### src/rtl/i2c_reg_sequencer.sv
// Sequences one register read/write command into START/addr/reg/data/STOP byte steps for the byte-level I2C master.
// Latency: every step is 1 ISSUE cycle plus a WAIT until completion. A write with a zero-delay engine finishes 10 cycles after accept.
// Backpressure: cmd_ready is high only in IDLE, and each step waits for exactly one completion pulse or for the watchdog.
//
// Ports:
//   clock, reset                    system clock, synchronous active-high reset
//   cmd_valid/cmd_ready             command handshake; cmd_rnw, cmd_dev, cmd_reg, cmd_wdata latched on accept
//   rsp_valid, rsp_rdata, rsp_err   one-cycle completion pulse, read data, status (0 ok, 1 nack, 2 timeout, 3 watchdog)
//   busy                            high from accept through the rsp_valid cycle
//   m_go, m_start, m_stop, m_rw,
//   m_data_w                        issue pulse and its qualifiers/byte to the byte engine
//   m_data_r, m_ack, m_nack,
//   m_timeout                       read byte and completion pulses from the byte engine
//
// Optional feature: define I2C_SEQ_RETRY_EN to retry an address NACK (in ADDR_W or RSTART) up to MAX_RETRY times.
// Each retry goes through STOP and then restarts from ADDR_W.

module i2c_reg_sequencer #(
  parameter int WDOG_CYC  = 4000000,
  parameter int WDOG_W    = 22,
  parameter int MAX_RETRY = 3
) (
  input  logic       clock,
  input  logic       reset,
  input  logic       cmd_valid,
  output logic       cmd_ready,
  input  logic       cmd_rnw,
  input  logic [6:0] cmd_dev,
  input  logic [7:0] cmd_reg,
  input  logic [7:0] cmd_wdata,
  output logic       rsp_valid,
  output logic [7:0] rsp_rdata,
  output logic [1:0] rsp_err,
  output logic       busy,
  output logic [7:0] m_data_w,
  output logic       m_start,
  output logic       m_stop,
  output logic       m_rw,
  output logic       m_go,
  input  logic [7:0] m_data_r,
  input  logic       m_ack,
  input  logic       m_nack,
  input  logic       m_timeout
);

  typedef enum logic [2:0] {
    S_IDLE, S_ADDR_W, S_REG, S_WDATA, S_RSTART, S_RDATA, S_STOP, S_DONE
  } state_t;

  // The watchdog expires on the WDOG_CYC-th consecutive WAIT cycle that has no completion.
  localparam logic [WDOG_W-1:0] WdogLast = WDOG_W'(WDOG_CYC - 1);

  state_t            state_q, state_d;
  logic              wait_q, wait_d;      // 0 = ISSUE cycle of the current step, 1 = WAIT
  logic [WDOG_W-1:0] wdog_q, wdog_d;
  logic [1:0]        err_q, err_d;
  logic [7:0]        rdata_q, rdata_d;
  logic              rnw_q, rnw_d;
  logic [6:0]        dev_q, dev_d;
  logic [7:0]        reg_q, reg_d;
  logic [7:0]        wdata_q, wdata_d;

`ifdef I2C_SEQ_RETRY_EN
  localparam int RcW = (MAX_RETRY > 0) ? $clog2(MAX_RETRY + 1) : 1;
  localparam logic [RcW-1:0] RetryMax = RcW'(MAX_RETRY);
  logic [RcW-1:0] retry_q, retry_d;
  logic           rpend_q, rpend_d;       // STOP in progress belongs to a retry, not to the end of the command
`endif

  assign rsp_rdata = rdata_q;
  assign rsp_err   = err_q;

  always_ff @(posedge clock) begin
    if (reset) begin
      state_q <= S_IDLE;
      wait_q  <= 1'b0;
      wdog_q  <= '0;
      err_q   <= 2'd0;
      rdata_q <= 8'h00;
      rnw_q   <= 1'b0;
      dev_q   <= 7'h00;
      reg_q   <= 8'h00;
      wdata_q <= 8'h00;
`ifdef I2C_SEQ_RETRY_EN
      retry_q <= '0;
      rpend_q <= 1'b0;
`endif
    end else begin
      state_q <= state_d;
      wait_q  <= wait_d;
      wdog_q  <= wdog_d;
      err_q   <= err_d;
      rdata_q <= rdata_d;
      rnw_q   <= rnw_d;
      dev_q   <= dev_d;
      reg_q   <= reg_d;
      wdata_q <= wdata_d;
`ifdef I2C_SEQ_RETRY_EN
      retry_q <= retry_d;
      rpend_q <= rpend_d;
`endif
    end
  end

  always_comb begin
    state_d   = state_q;
    wait_d    = wait_q;
    wdog_d    = wdog_q;
    err_d     = err_q;
    rdata_d   = rdata_q;
    rnw_d     = rnw_q;
    dev_d     = dev_q;
    reg_d     = reg_q;
    wdata_d   = wdata_q;
`ifdef I2C_SEQ_RETRY_EN
    retry_d   = retry_q;
    rpend_d   = rpend_q;
`endif
    cmd_ready = 1'b0;
    rsp_valid = 1'b0;
    busy      = 1'b1;
    m_go      = 1'b0;
    m_start   = 1'b0;
    m_stop    = 1'b0;
    m_rw      = 1'b0;
    m_data_w  = 8'h00;

    // Qualifiers depend only on the state and the latched command.
    // They therefore hold stable through both ISSUE and WAIT.
    case (state_q)
      S_ADDR_W: begin m_start = 1'b1; m_data_w = {dev_q, 1'b0}; end
      S_REG:    m_data_w = reg_q;
      S_WDATA:  m_data_w = wdata_q;
      S_RSTART: begin m_start = 1'b1; m_data_w = {dev_q, 1'b1}; end
      S_RDATA:  m_rw = 1'b1;
      S_STOP:   m_stop = 1'b1;
      default:  ;
    endcase

    case (state_q)
      S_IDLE: begin
        busy      = 1'b0;
        cmd_ready = 1'b1;
        if (cmd_valid) begin
          rnw_d   = cmd_rnw;
          dev_d   = cmd_dev;
          reg_d   = cmd_reg;
          wdata_d = cmd_wdata;
          err_d   = 2'd0;
          rdata_d = 8'h00;
          wait_d  = 1'b0;
          state_d = S_ADDR_W;
`ifdef I2C_SEQ_RETRY_EN
          retry_d = '0;
          rpend_d = 1'b0;
`endif
        end
      end

      S_DONE: begin
        rsp_valid = 1'b1;
        state_d   = S_IDLE;
      end

      default: begin
        if (!wait_q) begin
          m_go   = 1'b1;
          wait_d = 1'b1;
          wdog_d = '0;
        end else if (m_ack) begin
          // A completion pulse takes priority over a watchdog expiry in the same cycle.
          wait_d = 1'b0;
          case (state_q)
            S_ADDR_W: state_d = S_REG;
            S_REG:    state_d = rnw_q ? S_RSTART : S_WDATA;
            S_WDATA:  state_d = S_STOP;
            S_RSTART: state_d = S_RDATA;
            S_RDATA: begin
              rdata_d = m_data_r;
              state_d = S_STOP;
            end
            S_STOP: begin
`ifdef I2C_SEQ_RETRY_EN
              state_d = rpend_q ? S_ADDR_W : S_DONE;
              rpend_d = 1'b0;
`else
              state_d = S_DONE;
`endif
            end
            default:  state_d = S_IDLE;
          endcase
        end else if (m_nack || m_timeout) begin
          wait_d = 1'b0;
          if (state_q == S_STOP) begin
            // A failed STOP keeps any earlier error; otherwise it reports a timeout.
            if (err_q == 2'd0) err_d = 2'd2;
            state_d = S_DONE;
          end else begin
`ifdef I2C_SEQ_RETRY_EN
            if (m_nack && (state_q == S_ADDR_W || state_q == S_RSTART) && (retry_q < RetryMax)) begin
              retry_d = retry_q + 1'b1;
              rpend_d = 1'b1;
            end else begin
              err_d = m_nack ? 2'd1 : 2'd2;
            end
`else
            err_d = m_nack ? 2'd1 : 2'd2;
`endif
            state_d = S_STOP;
          end
        end else if (wdog_q == WdogLast) begin
          // The engine is stuck, so sending a STOP would not help. End the command immediately.
          wait_d  = 1'b0;
          err_d   = 2'd3;
          state_d = S_DONE;
        end else begin
          wdog_d = wdog_q + 1'b1;
        end
      end
    endcase
  end

endmodule
### config.mk
export PLATFORM = sky130hd
export DESIGN_NAME = i2c_reg_sequencer
export DESIGN_NICKNAME = d
export VERILOG_FILES = /design/src/rtl/i2c_reg_sequencer.sv
export SDC_FILE = /design/constraint.sdc
export NUM_CORES = 1
export LEC_CHECK = 0
export BUFFER_PORTS_ARGS = -buffer_cell sky130_fd_sc_hd__buf_4
export CAP_MARGIN = 20
export CORE_MARGIN = 1
export CORE_UTILIZATION = 36
export DETAILED_ROUTE_END_ITERATION = 10
export HOLD_SLACK_MARGIN = 0.12
export PLACE_DENSITY = 0.57
export SLEW_MARGIN = 20
export SYNTH_ARGS = -nofsm -noshare
export SYNTH_HDL_FRONTEND = slang
export SYNTH_SLANG_ARGS = --single-unit
export TNS_END_PERCENT = 1
### constraint.sdc
create_clock -name clock -period 2.7 [get_ports clock]
set_input_delay 0.27 -clock clock [delete_from_list [all_inputs] [get_ports clock]]
set_output_delay 0.27 -clock clock [all_outputs]
set_load 0.02 [all_outputs]
### After elaboration in Yosys (flattened, before gate mapping)

Cells that the tools add are included.

* bits in writable memories: 0
* bits in latches: 0
* logic and storage cells: 86
* memories: 0
* memory bits (read-only): 0
* register bits: 60
* output and inout port bits: 25
* bits of input ports: 38

* divide/modulo/power cells: 0
* bitwise logic cells: 2
* add/subtract/negate cells: 1
* eq/ne operators: 14
* reductions and logical operators: 18
* shifts and indexed selects: 0
* muxes and demuxes: 42
* order comparisons: 0
* $mul: 0

Operator list (count)
* two-way mux 22 bit: 4
* two-way mux 8 bit: 4
* one-hot mux 8 bit (4 select lines): 1
* adder 22 x 1 -> 22 bit (second input constant): 1
* equality test 22 bit (second input constant): 1
* two-way mux 3 bit: 6
* two-way mux 2 bit: 8
* one-hot mux 8 bit (2 select lines): 1
* one-hot mux 3 bit (5 select lines): 1
* two-way mux 1 bit: 14
* equality test 3 bit (second input constant): 4
* inequality test 2 bit (second input constant): 4
* equality test 3 x 2 -> 1 bit (second input constant): 2
* one-hot mux 3 bit (2 select lines): 1
* AND reduction 6 bit: 1
* nonzero test 2 bit: 3
* nonzero test 3 bit: 2
* OR reduction 2 bit: 3
* AND reduction 5 bit: 1
* nonzero test 5 bit: 1
* inequality test 4 x 2 -> 1 bit (second input constant): 1
* one-hot mux 2 bit (2 select lines): 1
* AND reduction 2 bit: 2
* AND reduction 4 bit: 1
* other kinds (8): 9

### Logic depth before layout (Yosys ltp)

* word-level depth: 7
* gate-level depth with buffers: 8
* gate-level depth less buffers: 6

### Worst setup path after synthesis

OpenSTA, ideal clock, no wires.

* path kind: reg-to-reg
* start point: register wdog_q[0]
* end point: register wdog_q[4]
* path slack: 0.676 ns
* library setup time: 0.068 ns
* data required time: 2.632 ns
* path buffers: 2
* period minus slack after synthesis: 2.024 ns
* arrival: 1.956 ns
* stages on the path, launching flop included: 9
* path through: dfxtp_1 > ha_1 > and2_1 > and3_1 > buf_4 > a31o_1 > buf_6 > or3_2 > a21oi_2

* word-level cells in the longest chain between the ends: 5
* elaborated cells on any way between the ends: 8
* classes of those cells: 1 x add/sub; 2 x eq/ne; 4 x mux; 1 x reduce/logical

Ends and longest elaborated chain
* start: declaration: line 55 `logic [WDOG_W-1:0] wdog_q, wdog_d;`
* start signal: assignment: line 91 `wdog_q <= wdog_d;`
* adder 22 x 1 -> 22 bit: line 217 `wdog_d = wdog_q + 1'b1;`
* two-way mux 22 bit: line 211 `end else if (wdog_q == WdogLast) begin`
* two-way mux 22 bit: line 192 `end else if (m_nack || m_timeout) begin`
* two-way mux 22 bit: line 170 `end else if (m_ack) begin`
* two-way mux 22 bit: line 166 `if (!wait_q) begin`

Parallel ways exist; a longest one is shown, timed or not. The select of a mux whose other input is x is not followed.
A chain may end at the register's enable or synchronous reset.

### Worst setup path in the final report

* start point: register state_q[2]
* end point: output m_data_w[3]

* word-level cells in the longest chain between the ends: 2
* elaborated cells on any way between the ends: 5
* classes of those cells: 4 x eq/ne; 1 x mux

Ends and longest elaborated chain
* start: declaration: line 53 `state_t state_q, state_d;`
* start signal: assignment: line 89 `state_q <= state_d;`
* equality test 3 bit (tied with other cells): line 130 `case (state_q)`
* one-hot mux 8 bit (4 select lines) (*): line 130
* end: declaration: line 35 `output logic [7:0] m_data_w,`

Every way passes the cells marked *; elsewhere a longest branch is shown, timed or not.

==> results_dict.tcl <==
set metrics [dict create \
    outcome "finished, final reports clean" \
    hpwl_um 5535 \
    start_kind "register" \
    vias_per_cell 5.211 \
    htree_num_levels 3 \
    numCtsBuffers 9 \
    start_util_pct 37.85 \
    netlist.area_leader.share_pct 38.05 \
    powerDensity_nw_per_um2 805.3 \
    peakVddDrop_mv 0.4372 \
    finalWorstSetupSlack_ns 0.2599 \
    clockBufferDepth 2 \
    insertion_delay_ns 0.34 \
    rr_endpoint "wdog_q[2]" \
    drcViolationCount 0 \
    ant_nets 0 \
    synth_seq_cells 60 \
    die_x_um 95.64 \
    r2r_slack_ns 0.52 \
    wl_um 7980 \
    synth_compound_area_share_pct 18.47 \
    antenna_found_initial 0 \
    synth.most_common_cell "nand2_1" \
    setup.worst_path.end "m_data_w[3]" \
    setup_tns_ns 0 \
    synth_top_family_by_area "simple AND/OR/NAND/NOR gates" \
    arrival_ns 2.17 \
    rr_worst_depth 7 \
    cts_root_buf "clkbuf_8" \
    core_area_um2 8341 \
    rsz0062_at_grt "no" \
    clk_pin_slew_ns 0.07 \
    drive_above_1_share_pct 25.49 \
    period_needed_ns 2.440 \
    min_path_type "in -> reg" \
    end_kind "primary output" \
    syn_area_per_cell_um2 7.892 \
    ios 63 \
    grt_max_degree 43 \
    yosys.area_share.adder_pct 0.3964 \
    wl_per_cell_um 14.15 \
    grt_pass1_wl_um 13230 \
    synth_simple_gate_area_share_pct 30.28 \
    skew_ns 0.009329 \
    crit_type "reg -> out" \
    syn_inst 400 \
    synthDistinctLibCells 63 \
    clock-sinks 60 \
    rows 33 \
    antenna_cells 0 \
    synth_top_cells_by_count "nand2_1 (90), dfxtp_1 (60), a21oi_1 (48), nor2_1 (27), clkbuf_1 (12)" \
    required_ns 2.43 \
    leakagePower_nw 1.479 \
    synth_edf_count 0 \
    async_flop_share_pct 0 \
    synth_warnings 0 \
    max_freq_ghz 0.4098 \
    first_pass_iters 4 \
    worstSetupStartpoint "state_q[2]" \
    cts_tree "yes" \
    maxCapViolations 0 \
    die_h_um 95.64 \
    vias 2939 \
    setup_viol 0 \
    synth.area.top_cells "dfxtp_1 (38%), nand2_1 (11%), a21oi_1 (7.6%)" \
    overflow 0 \
    synthMuxAreaShare_pct 4.162 \
    drtIter0Drc 111 \
    synth_seq_area_share_pct 38.05 \
    first_global_vias 2794 \
    finalHoldViolCount 0 \
    synth-xor-area-share_pct 2.497 \
    worst-slew-pin-transition_ns 0.8020 \
    synth_area_um2 3157 \
    fin_crit_sh_pct 90.37 \
    portBuffers 62 \
    synthesis.nets 439 \
    rr_startpoint "state_q[2]" \
    maxSlewHeadroom_pct 46.12 \
    postCtsSetupRepairBufs 0 \
    slew_violations 0 \
    nets 495 \
    die_area_um2 9147 \
    areaGrowthSynthToFinish_pct 21.44 \
    place_congestion 0.7767 \
    grt.total_usage_pct 18.85 \
    synth_ff_type "dfxtp_1" \
    path_max_fanout 11 \
    synth_area_leader_cell "dfxtp_1" \
    dpl_worst_slack_ns 0.4099 \
]
## worst max-delay path: stages (launching register included)
cell and delay [ns]:
dfxtp_1 0.55, inv_1 0.17, nor3_1 0.69, nand2_1 0.10, o21ai_0 0.13, buf_4 0.19
## final cells by class
class	instances	area, um2
sequential	60	1201
inverter	12	45.04
timing repair buffer	71	533.0
clock inverter	3	15.01
multi-input combinational	302	1767
fill	876	4507
clock buffer	11	141.4
tap	105	131.4
## worst min-delay path by stage
stage | cells after the start | startpoint | slack, ns | to
2_1_floorplan | 2 | cmd_reg[0] | 0.41 | reg_q[0]
3_3_place_gp | 2 | rsp_rdata[4] | 0.44 | rsp_rdata[4]
3_5_place_dp | 2 | wdata_q[4] | 0.45 | wdata_q[4]
4_1_cts | 3 | cmd_dev[6] | 0.16 | dev_q[6]
5_1_grt | 3 | cmd_wdata[5] | 0.16 | wdata_q[5]
6_report | 3 | cmd_reg[7] | 0.17 | reg_q[7]
## power by group
| part | internal, mW | switching, mW |
|---|---|---|
| Sequential | 0.990 | 0.0922 |
| Combinational | 0.465 | 0.850 |
| Clock | 0.343 | 0.346 |
## cell usage in the layout, fill, tap and decap left out, drive strengths merged, types with 5 or more instances in the layout
cell type / n
nand2: 90
buf: 71
dfxtp: 60
a21oi: 53
nor2: 27
o21ai: 17
inv: 12
nand3: 12
nand4: 11
clkbuf: 11
nor4: 11
xnor2: 9
mux2: 9
and3: 8
or3: 5
a31oi: 5
## what timing repair did
action / CTS / global route
gates resized for setup: 0 / 1
endpoints found under the setup margin: 0 / 1
hold buffers: 0 / 0
## state kept, by name, summed over array words and instances, names as in the netlist
register   cells
wdog_q        22
reg_q          8
rsp_rdata      8
wdata_q        8
dev_q          7
state_q        3
rsp_err        2
rnw_q          1
wait_q         1
## metal layers
metal | GRT usage [%] | share of wire [%] | vias up
li1 | - | - | 1512
met1 | 23.61 | 46 | 1369
met2 | 31.01 | 48 | 47
met3 | 5.981 | 4.0 | 11
met4 | 5.224 | 1.3 | 0
met5 | 0 | 0 | -
## stage by stage
stage / hold WS (ns) / util [%] / cell area, um2 / power [mW] / std cells
floorplan: 0.4060 / - / 3157 / 2.035 / 400
global placement: 0.4415 / 44.03 / 3672 / 2.406 / 550
detailed placement: 0.4466 / 44.03 / 3672 / 2.417 / 550
CTS: 0.1605 / 45.90 / 3829 / 3.110 / 564
global route: 0.1619 / 45.96 / 3834 / 3.301 / 564
finish: 0.1719 / 45.96 / 3834 / 3.087 / 564
## kinds of logic (layout without fill, tap and decap cells)
kind of cell	Yosys count	count (layout)
compound gates	93	93
xor+xnor	9	9
fa+ha+maj	1	1
buf+inv	38	97
flops	60	60
mux	12	12
simple gates	187	187
Note: power is estimated with default switching activity, not from simulation.
